## src/rtl/alt_dprio_serial.sv

```systemverilog
// alt_dprio_serial
//   Serial DPRIO master. Takes one parallel read/write request at a time and
//   serialises it onto dprioin. A request is sent as an optional address frame,
//   then a gap, then a data frame. Each frame is a run of preamble ones followed
//   by a 29-bit body: ST(2) OP(2) QUAD(7) TA(2) DATA(16), sent MSB first.
//   Read data is shifted in from dprioout during the DATA field of a read frame.
//
// Ports
//   clock, reset      reconfig clock; synchronous active-high reset
//   addr, quad_addr   register address and quad select of the request
//   datain            write data
//   wren, rden        request strobes, accepted only while busy=0
//                     (both high is treated as a write)
//   retain_addr       skip the address frame if that address is already latched
//   dataout           data from the most recent completed read
//   busy              transaction in progress
//   dprioin           serial output to the transceiver
//   dprioout          serial input from the transceiver
//   dprioload         write-commit strobe, one bit time after a write frame
//   dpriodisable      high while the port is idle
//
// Optional feature (macro ALT_DPRIO_WRITE_VERIFY_EN)
//   Each write is followed by an automatic read-back frame, with no address
//   frame. The read-back updates dataout. A sticky write_error output is set
//   when the read-back differs from the written data. It is cleared by reset
//   or by the next accepted write.

module alt_dprio_serial #(
  parameter int CLK_DIV      = 1,
  parameter int PREAMBLE_LEN = 32,
  parameter int GAP_BITS     = 2
) (
  input  logic        clock,
  input  logic        reset,
  input  logic [15:0] addr,
  input  logic [6:0]  quad_addr,
  input  logic [15:0] datain,
  input  logic        wren,
  input  logic        rden,
  input  logic        retain_addr,
  output logic [15:0] dataout,
  output logic        busy,
  output logic        dprioin,
  input  logic        dprioout,
  output logic        dprioload,
  output logic        dpriodisable
`ifdef ALT_DPRIO_WRITE_VERIFY_EN
  ,
  output logic        write_error
`endif
);

  // The counter covers the longest preamble (63 bits), the 29-bit body and the gap.
  localparam int CNT_MAX = (GAP_BITS > 64) ? GAP_BITS : 64;
  localparam int CNT_W   = $clog2(CNT_MAX);

  localparam logic [CNT_W-1:0] CNT_ONE    = CNT_W'(1);
  localparam logic [CNT_W-1:0] PRE_LAST   = CNT_W'(PREAMBLE_LEN - 1);
  localparam logic [CNT_W-1:0] BODY_LAST  = CNT_W'(28);
  localparam logic [CNT_W-1:0] DATA_FIRST = CNT_W'(13);
  localparam logic [CNT_W-1:0] GAP_LAST   = CNT_W'((GAP_BITS > 0) ? GAP_BITS - 1 : 0);
  localparam logic [3:0]       DIV_LAST   = 4'(CLK_DIV - 1);

  // CAPTURE is zero-length, so it has no state of its own. It is folded into
  // the DATA_BODY -> IDLE transition, where dataout is written.
  typedef enum logic [2:0] {
    IDLE, ADDR_PRE, ADDR_BODY, GAP, DATA_PRE, DATA_BODY, LOAD
  } state_t;

  state_t           state, nstate;
  logic [CNT_W-1:0] cnt, ncnt;
  logic [3:0]       div;
  logic             is_write, addr_vld, rd_frame, bit_end, nbit, skip_addr;
  logic [15:0]      addr_q, data_q, rdata;
  logic [6:0]       quad_q;
  logic [14:0]      shreg;
  logic [28:0]      addr_frame, data_frame;

  function automatic logic [28:0] build_frame(input logic [1:0]  op,
                                              input logic [6:0]  quad,
                                              input logic [1:0]  ta,
                                              input logic [15:0] data);
    return {2'b00, op, quad, ta, data};
  endfunction

`ifdef ALT_DPRIO_WRITE_VERIFY_EN
  logic verify;
  assign rd_frame = ~is_write | verify;
`else
  assign rd_frame = ~is_write;
`endif

  assign addr_frame = build_frame(2'b00, quad_q, 2'b11, addr_q);
  assign data_frame = rd_frame ? build_frame(2'b11, quad_q, 2'b11, 16'hFFFF)
                               : build_frame(2'b01, quad_q, 2'b10, data_q);
  assign bit_end    = (div == DIV_LAST);
  assign rdata      = {shreg, dprioout};
  assign skip_addr  = retain_addr & addr_vld & (addr == addr_q) & (quad_addr == quad_q);

  // Select the next bit slot and the dprioin value it drives. The value is
  // registered at the bit boundary, so dprioin changes only between bit times.
  always_comb begin
    nstate = state;
    ncnt   = cnt + CNT_ONE;
    case (state)
      ADDR_PRE:  if (cnt == PRE_LAST)  begin nstate = ADDR_BODY; ncnt = '0; end
      ADDR_BODY: if (cnt == BODY_LAST) begin
                   nstate = (GAP_BITS > 0) ? GAP : DATA_PRE;
                   ncnt   = '0;
                 end
      GAP:       if (cnt == GAP_LAST)  begin nstate = DATA_PRE;  ncnt = '0; end
      DATA_PRE:  if (cnt == PRE_LAST)  begin nstate = DATA_BODY; ncnt = '0; end
      DATA_BODY: if (cnt == BODY_LAST) begin
                   nstate = rd_frame ? IDLE : LOAD;
                   ncnt   = '0;
                 end
      LOAD: begin
`ifdef ALT_DPRIO_WRITE_VERIFY_EN
        nstate = DATA_PRE;
`else
        nstate = IDLE;
`endif
        ncnt = '0;
      end
      default: begin nstate = IDLE; ncnt = '0; end
    endcase

    case (nstate)
      ADDR_BODY: nbit = addr_frame[5'd28 - ncnt[4:0]];
      DATA_BODY: nbit = data_frame[5'd28 - ncnt[4:0]];
      default:   nbit = 1'b1;
    endcase
  end

  always_ff @(posedge clock) begin
    if (reset) begin
      state        <= IDLE;
      cnt          <= '0;
      div          <= '0;
      busy         <= 1'b0;
      dprioin      <= 1'b1;
      dprioload    <= 1'b0;
      dpriodisable <= 1'b1;
      dataout      <= 16'h0000;
      addr_vld     <= 1'b0;
`ifdef ALT_DPRIO_WRITE_VERIFY_EN
      verify       <= 1'b0;
      write_error  <= 1'b0;
`endif
    end else if (state == IDLE) begin
      if (wren | rden) begin
        addr_q       <= addr;
        quad_q       <= quad_addr;
        data_q       <= datain;
        is_write     <= wren;
        busy         <= 1'b1;
        dpriodisable <= 1'b0;
        dprioin      <= 1'b1;
        div          <= '0;
        cnt          <= '0;
        if (skip_addr) begin
          state <= DATA_PRE;
        end else begin
          state    <= ADDR_PRE;
          addr_vld <= 1'b1;
        end
`ifdef ALT_DPRIO_WRITE_VERIFY_EN
        verify <= 1'b0;
        if (wren) write_error <= 1'b0;
`endif
      end
    end else if (bit_end) begin
      div       <= '0;
      state     <= nstate;
      cnt       <= ncnt;
      dprioin   <= nbit;
      dprioload <= (nstate == LOAD);
      if (nstate == IDLE) begin
        busy         <= 1'b0;
        dpriodisable <= 1'b1;
      end
      // dprioout is sampled on the last clock of each DATA-field bit.
      if (state == DATA_BODY && cnt >= DATA_FIRST) shreg <= rdata[14:0];
      if (state == DATA_BODY && cnt == BODY_LAST && rd_frame) begin
        dataout <= rdata;
`ifdef ALT_DPRIO_WRITE_VERIFY_EN
        if (verify && rdata != data_q) write_error <= 1'b1;
`endif
      end
`ifdef ALT_DPRIO_WRITE_VERIFY_EN
      if (state == LOAD) verify <= 1'b1;
`endif
    end else begin
      div <= div + 4'd1;
    end
  end

endmodule
```

## config.mk

```make
export PLATFORM = sky130hd
export DESIGN_NAME = alt_dprio_serial
export DESIGN_NICKNAME = d
export VERILOG_FILES = /design/src/rtl/alt_dprio_serial.sv
export SDC_FILE = /design/constraint.sdc
export NUM_CORES = 1
export LEC_CHECK = 0
export ABC_AREA = 1
export CAP_MARGIN = 20
export CORE_ASPECT_RATIO = 0.9
export CORE_MARGIN = 2
export CORE_UTILIZATION = 35
export DETAILED_ROUTE_END_ITERATION = 7
export PLACE_DENSITY = 0.63
export SETUP_SLACK_MARGIN = 0.15
export SYNTH_ARGS = -nofsm -noshare
export SYNTH_HDL_FRONTEND = slang
export SYNTH_SLANG_ARGS = --single-unit
```

## constraint.sdc

```tcl
create_clock -name clock -period 3.4 [get_ports clock]
set_clock_uncertainty 0.2 [all_clocks]
set_input_delay 0.68 -clock clock [delete_from_list [all_inputs] [get_ports clock]]
set_output_delay 0.68 -clock clock [all_outputs]
set_load 0.005 [all_outputs]
```

# Yosys cells after proc, flatten, opt, wreduce, memory -nomap -nowiden
# Index checks and enable logic that the tools add are counted.
# totals
register_bits,89
in_bits,45
output_inout_bits,20
wordCells,95
# op_classes
addsub,3
order_cmp,2
eq_ne,14
mux,37
bitwise_logic,8
n_reduce_logical,17
# op_table
operator,count
6-bit 2-to-1 mux,6
3-bit 2-to-1 mux,10
27-bit 2-to-1 mux,1
6-bit case mux with 3 select lines,1
16-bit equality test,1
3-bit case mux with 5 select lines,1
3-bit equality test (second input constant),4
6-bit by 5-bit equality test with 1-bit output (second input constant),2
1-bit 2-to-1 mux,12
4-bit 2-to-1 mux,3
3-bit AND reduction,4
1-bit binary-select mux with 5-bit select,2
3-bit by 2-bit equality test with 1-bit output (second input constant),3
7-bit equality test,1
6-bit by 1-bit adder with 6-bit output (second input constant),1
6-bit by 1-bit equality test with 1-bit output (second input constant),1
6-bit by 4-bit greater-or-equal comparator with 1-bit output (second input constant),1
3-bit logical NOT,2
5-bit by 6-bit < comparator with 1-bit output (second input constant),1
5-bit subtractor (first input constant),1
4-bit by 1-bit adder with 4-bit output (second input constant),1
4-bit logical NOT,1
1-bit inverter,4
2-bit AND reduction,2
9 further kinds,15

# Depth between registers and ports, before layout
# Gate-level depths: netlist of run 1.
# depth
word_depth,9
ltp_mapped,21
mapped_depth_nobuf,20

# Worst setup path before layout of run 1
# Ideal clock, no wire load.
# synth_timing
path_type,input to register
start,input port reset
end,"register addr_q[0], enable pin"
setup_ns,0.438
arrival_time_ns,2.581
required_ns,2.762
path_slack_ns,0.181
path_stages,2
path_buffers,1
path_cell_list,clkbuf_1 -> nor2_1
# synth_via
elab_chain_len,2
# synth_lines
item,line,source
"start, declared",34,"input logic reset,"
1-bit inverter (no source line),n/a,
3-bit AND reduction (no source line),n/a,
"end signal, assigned",152,addr_q <= addr;
"end, declared",74,"logic [15:0] addr_q, data_q, rdata;"
# No other way between the ends.
# A chain may end at the register's enable or synchronous reset.

# Worst setup path in the final report of run 1
# layout_timing
start,register state[2]
end,register dprioin
# layout_via
elab_chain_len,9
word_cells_on_any_way,28
classes_between,add/sub (1); eq/ne (8); mux (14); reduce/logical (5)
# layout_lines
item,line,source
"start, declared",70,"state_t state, nstate;"
"start signal, assigned",174,state <= nstate;
3-bit equality test (tied with other cells),105,case (state)
2-bit OR reduction (no source line),n/a,
6-bit case mux with 3 select lines,105,
5-bit subtractor,"129, 130",
1-bit binary-select mux with 5-bit select (on tied branches),"130, 129",
1-bit 2-to-1 mux (on tied branches),"130, 129",
1-bit case mux with 2 select lines,128,case (nstate)
1-bit 2-to-1 mux,172,end else if (bit_end) begin
1-bit 2-to-1 mux,150,end else if (state == IDLE) begin
"end signal, assigned",176,dprioin <= nbit;
"end, declared",43,"output logic dprioin,"
# Several ways; a longest one is shown, not always the timed one. The select of a mux whose other input is x is not followed.

==> results of run 1 <==
## state kept, by name, indices dropped and copies added (netlist names)
| signal | flops |
|---|---|
| dprioin | 1 |
| dprioload | 1 |
| state | 3 |
| cnt | 6 |
| quad_q | 7 |
| dpriodisable | 1 |
| addr_vld | 1 |
| addr_q | 16 |
| shreg | 15 |
| data_q | 16 |
| dataout | 16 |
| busy | 1 |
| div | 4 |
| is_write | 1 |
## logic make-up (layout without fill, tap and decap cells)
| logic type | after synthesis | count (layout) | share of synthesized area |
|---|---|---|---|
| fa+ha+maj | 7 | 7 | 0.0204 |
| xor+xnor | 14 | 14 | 0.0286 |
| compound gates | 64 | 64 | 0.0821 |
| buf+inv | 57 | 135 | 0.0538 |
| flops | 89 | 89 | 0.545 |
| simple gates | 260 | 260 | 0.271 |
## what timing repair did
item | 4_1_cts | 5_1_grt
hold buffers | 0 | 0
endpoints found under the setup margin | 0 | 1
resized for setup | 0 | 5
setup buffers | 0 | 0
## worst max-delay path, cell delays in order, from the launching register on
cell and delay, ns:
dfxtp_1 0.37, inv_2 0.10, nand2_1 0.13, a21oi_1 0.63
nand2_8 0.21, ha_4 0.37, buf_4 0.20, nand3_1 0.12
nand3_1 0.11, nand3_1 0.07, nand2_1 0.08, nand2_1 0.07
nand3_1 0.07, nand3_1 0.06, nand2_1 0.05, nand2_1 0.04
## routing by layer
layer  vias up  wire length [µm]
met5         -                 0
met4         0               124
li1       1794                 -
met2        85              4280
met1      1706              4810
met3        11               576
## area by class of cell
class	instances	area (µm²)	area share
clock buffers	11	243	0.0443
clock inverters	5	60.1	0.0110
inverters	46	176	0.0322
multi-input cells	345	1750	0.320
flip-flops and latches	89	2330	0.426
well taps	160	200	0.0366
repair buffers	72	701	0.128
repair inverters	1	7.51	0.00137
## power by group through the flow
stage / Sequential (µW) / Combinational (µW) / Clock [µW]
3_3_place_gp: 1360 / 938 / 0
6_report: 1340 / 1020 / 1010
4_1_cts: 1340 / 965 / 1030
3_5_place_dp: 1360 / 961 / 0
2_1_floorplan: 1340 / 699 / 0
5_1_grt: 1350 / 1140 / 1060
## path summary, 6_finish.rpt
check / slack [ns] / endpoint / cells after the start / startpoint
setup / recovery: 0.38 / dprioin / 15 / state[2]
hold / removal: 0.25 / shreg[9] / 0 / shreg[8]
setup reg to reg: 0.38 / dprioin / 15 / state[2]
hold reg to reg: 0.25 / shreg[9] / 0 / shreg[8]
## synthesized netlist by cell type (2+ instances only)
cell      count  share of area
o211ai_1      2         0.0035
nand3_2       3         0.0070
inv_2         6         0.0053
nand3_1      61          0.071
or2_2         2         0.0029
clkbuf_1      7         0.0061
xnor2_1       5          0.010
inv_1        39          0.034
nand4_1       5         0.0073
dfxtp_1      34           0.16
o21ai_1       4         0.0047
xor2_1        9          0.018
a211oi_1      2         0.0035
nand2_2       7          0.010
o21ai_0      29          0.034
nor3_1        6         0.0070
ha_1          7          0.020
edfxtp_1     55           0.39
nor2_2        6         0.0088
nor2_1       58          0.051
nand2_1     107          0.094
a21oi_1      19          0.022
o22ai_1       2         0.0029
buf_6         2         0.0053
nor4_1        2         0.0029
o21a_1        2         0.0035
## stage by stage
stage / instances / setup slack (ns) / power (µW) / utilization / area (µm²)
2_1_floorplan: 491 / 0.181 / 2040 / - / 4280
3_3_place_gp: 712 / 0.519 / 2300 / 0.429 / 5140
3_5_place_dp: 712 / 0.367 / 2320 / 0.429 / 5140
4_1_cts: 728 / 0.360 / 3330 / 0.454 / 5440
5_1_grt: 729 / 0.176 / 3560 / 0.457 / 5470
6_report: 729 / 0.385 / 3370 / 0.457 / 5470
==> results.cfg, run 1 <==
[status]
status = finished clean

[critical_path]
worstSetupPathType = flop to flop
crit_fanout = 21
worst-endpoint-arrival_ns = 3.05
critPathLaunchType = flop
cp-end-kind = flop
critPathRequiredTime_ns = 3.43

[timing]
hold_ws_ns = 0.247
max_clock_freq_ghz = 0.332
tightest_slew_ns = 0.727
fin_tns_setup_ns = 0
hold_viol_final = 0
slew_headroom = 0.515
rsz0062_at_grt = no
setup_viol = 0
fin_crit_ns = 3.02
slew_violations = 0
fin_crit_sh = 0.887

[synth]
netlist_area_mm2 = 0.00428
synth.avg_cell_area_um2 = 8.72
synth_ff_type = edfxtp_1
synth-seq-cells = 89
ys_types = 36
synth-seq-area-share = 0.545
ys_async_sr_fraction = 0
ys_warn_count = 0
synth_cells = 491
syn_nets = 543
synth_enable_flop_cells = 55

[pwr]
max-vdd-ir-drop_v = 0.000347
combPwrFrac = 0.303
p_per_area_mw_per_mm2 = 616
switching_power_uw = 1140
intPower_uw = 2230
clkPwrFrac = 0.299
swShare = 0.338
leakagePower_uw = 0.00217
power.share.sequential = 0.397

[clock_network]
clk_latency_ns = 0.35
clk_path_buf_depth = 2
htree_levels = 3
cts_buffers = 9
cts.sinks = 89
clk_pin_slew_worst_paths_ns = 0.07
root_buffer = clkbuf_16
tritoncts = done

[cells_and_area]
drive_gt1_frac = 0.0967
fill_cells = 1156
antenna_cells = 0
final_common_cell = nand2_1
area_growth_pct = 27.8
final_cell_mix = 107 x nand2_1, 64 x clkdlybuf4s50_1, 61 x nand3_1, 57 x nor2_1, 55 x edfxtp_1
layout.nets = 616

[global_route]
grtUsageMet3 = 0.0481
grt_pass1_wl_um = 15700
grtUsageMet1 = 0.209
track_usage = 0.154
grt-ovfl-total = 0
grt_max_degree = 41
top_usage_layer = met2
antenna_found_initial = 0
grt_pass1_vias = 3339
met2_usage = 0.229

[route]
avgRoutedWirePerCell_um = 13.4
drcViolationCount = 0
first_iter_violations = 199
dr.pass1.iters = 4
vias = 3596
viasPerCell = 4.93
drtAntennaViolNets = 0
drt_wl_total_um = 9780

[min_path]
hold_path.class = flop to flop

[floorplanning]
dieArea_mm2 = 0.0131
core_mm2 = 0.0120
ios = 65
row_count = 38
die_w_um = 121
start_util = 0.357
die_height_um = 109

[placed_design]
io_buffers = 64
post-dp-hpwl_um = 7130
routabilityCongestion = 0.929

[job]
maxCapViolations = 0
(Power assumes the default switching activity.)
==> run 2: changes to the inputs <==
Settings changed: MAX_ROUTING_LAYER set to met4, RECOVER_POWER set to 50.
==> run 2 against run 1 <==
- worst hold slack lost 0.0015 ns
- global-route usage rose by 0.44 points
- die area did not move
- first-iteration DRC count shrank 3.5%
- combinational power hardly changed
==> results.cfg, run 2 (synthesized netlist as in run 1, its figures left out) <==
[status]
status = finished clean

[route]
drcViolationCount = 0
vias = 3602
avgRoutedWirePerCell_um = 13.4
drtAntennaViolNets = 0
drt_wl_total_um = 9750
viasPerCell = 4.94
dr.pass1.iters = 5
first_iter_violations = 192

[floorplanning]
core_mm2 = 0.0120
die_w_um = 121
start_util = 0.357
row_count = 38
ios = 65
die_height_um = 109
dieArea_mm2 = 0.0131

[clock_network]
cts_resized = 0
clk_latency_ns = 0.35
clk_path_buf_depth = 2
htree_levels = 3
tritoncts = done
root_buffer = clkbuf_16
hold_buffers = 0
clk_pin_slew_worst_paths_ns = 0.07
cts.sinks = 89
postCtsSetupRepairBufs = 0
cts_buffers = 9

[pwr]
leakagePower_uw = 0.00220
max-vdd-ir-drop_v = 0.000345
p_per_area_mw_per_mm2 = 615
finalPower_uw = 3360

[global_route]
grt_max_degree = 41
track_usage = 0.158
grt_pass1_vias = 3345
grt-ovfl-total = 0
grt_pass1_wl_um = 15800
antenna_found_initial = 0

[critical_path]
cp-end-kind = flop
critPathRequiredTime_ns = 3.43
worst-endpoint-arrival_ns = 3.03
critPathLaunchType = flop
worstSetupPathType = flop to flop
crit_fanout = 21
cpMaxStageDelayCell = a21oi_1
cpPeakStageDelay_ns = 0.64
worstPathCellList = inv_2, nand2_1, a21oi_1, nand2_8, ha_4, buf_4, nand3_1, nand3_1, nand3_1, nand2_1, nand2_1, nand3_1, nand3_1, nand2_1, nand2_1

[timing]
fin_crit_sh = 0.883
hold_ws_ns = 0.246
rsz0062_at_grt = no
fin_tns_setup_ns = 0
tightest_slew_ns = 0.811
hold_viol_final = 0
max_clock_freq_ghz = 0.333
slew_headroom = 0.459
slew_violations = 0
fin_crit_ns = 3.00
setup_viol = 0
setup_ws_ns = 0.398

[min_path]
hold_path.class = flop to flop

[cells_and_area]
largestRegisters = addr_q (16), data_q (16), dataout (16)
stdcell_area_mm2 = 0.00546
antenna_cells = 0
layout.nets = 616
final_cell_mix = 107 x nand2_1, 61 x nand3_1, 58 x nor2_1, 55 x edfxtp_1, 49 x dlygate4sd3_1
final_common_cell = nand2_1
area_growth_pct = 27.5
fill_cells = 1158
drive_gt1_frac = 0.0896

[placed_design]
io_buffers = 64
routabilityCongestion = 0.945
post-dp-hpwl_um = 7130
place_ws_ns = 0.367
placed_area_mm2 = 0.00514

[job]
maxCapViolations = 0
==> run 2: cell count changes in the layout (fill, tap and decap cells not counted) <==
cell	delta
dlygate4sd3_1	+49
clkdlybuf4s50_1	-49
buf_4	-2
clkbuf_1	+2
nor2_2	-1
nor3_2	-1
nor3_1	+1
nor2_1	+1
==> run 2: per-layer routing <==
metal	global-route usage	vias to the layer above	wire length, µm
li1	-	1794	-
met1	0.210	1696	4760
met2	0.230	100	4250
met3	0.0450	12	587
met4	0.0581	0	147
met5	-	-	0
==> run 2: critical path: cells and delay by family, from the launching register on <==
family | cells | cell delay, ns
DFF | 1 | 0.37
buffers and inverters | 2 | 0.30
and+or+nand+nor | 11 | 0.99
AOI/OAI and AO/OA | 1 | 0.64
adders and majority gates | 1 | 0.37
==> run 2: power breakdown <==
part | total (µW) | internal (µW) | switching (µW)
registers | 1340 | 1270 | 71.9
clock network | 1010 | 594 | 413
logic | 1010 | 359 | 651
total | 3360 | 2220 | 1140
==> run 2: final cells by class <==
cell class | count | area (µm²) | share of cell area
well taps | 160 | 200 | 0.0367
inverters | 46 | 176 | 0.0323
clock buffers | 11 | 243 | 0.0445
repair inverters | 1 | 7.51 | 0.00138
multi-input cells | 345 | 1750 | 0.320
repair buffers | 72 | 693 | 0.127
flip-flops and latches | 89 | 2330 | 0.427
clock inverters | 5 | 60.1 | 0.0110
==> run 2: through the flow <==
| step | instances | utilization |
|---|---|---|
| after floorplan | 491 | - |
| after global placement | 712 | 0.429 |
| after detailed placement | 712 | 0.429 |
| after CTS | 728 | 0.454 |
| after global routing | 729 | 0.456 |
| final | 729 | 0.456 |
==> run 2: worst paths after layout <==
check	slack, ns	startpoint	cells past startpoint	end
max	0.40	state[2]	15	dprioin
min	0.25	shreg[8]	0	shreg[9]
max reg2reg	0.40	state[2]	15	dprioin
min reg2reg	0.25	shreg[8]	0	shreg[9]
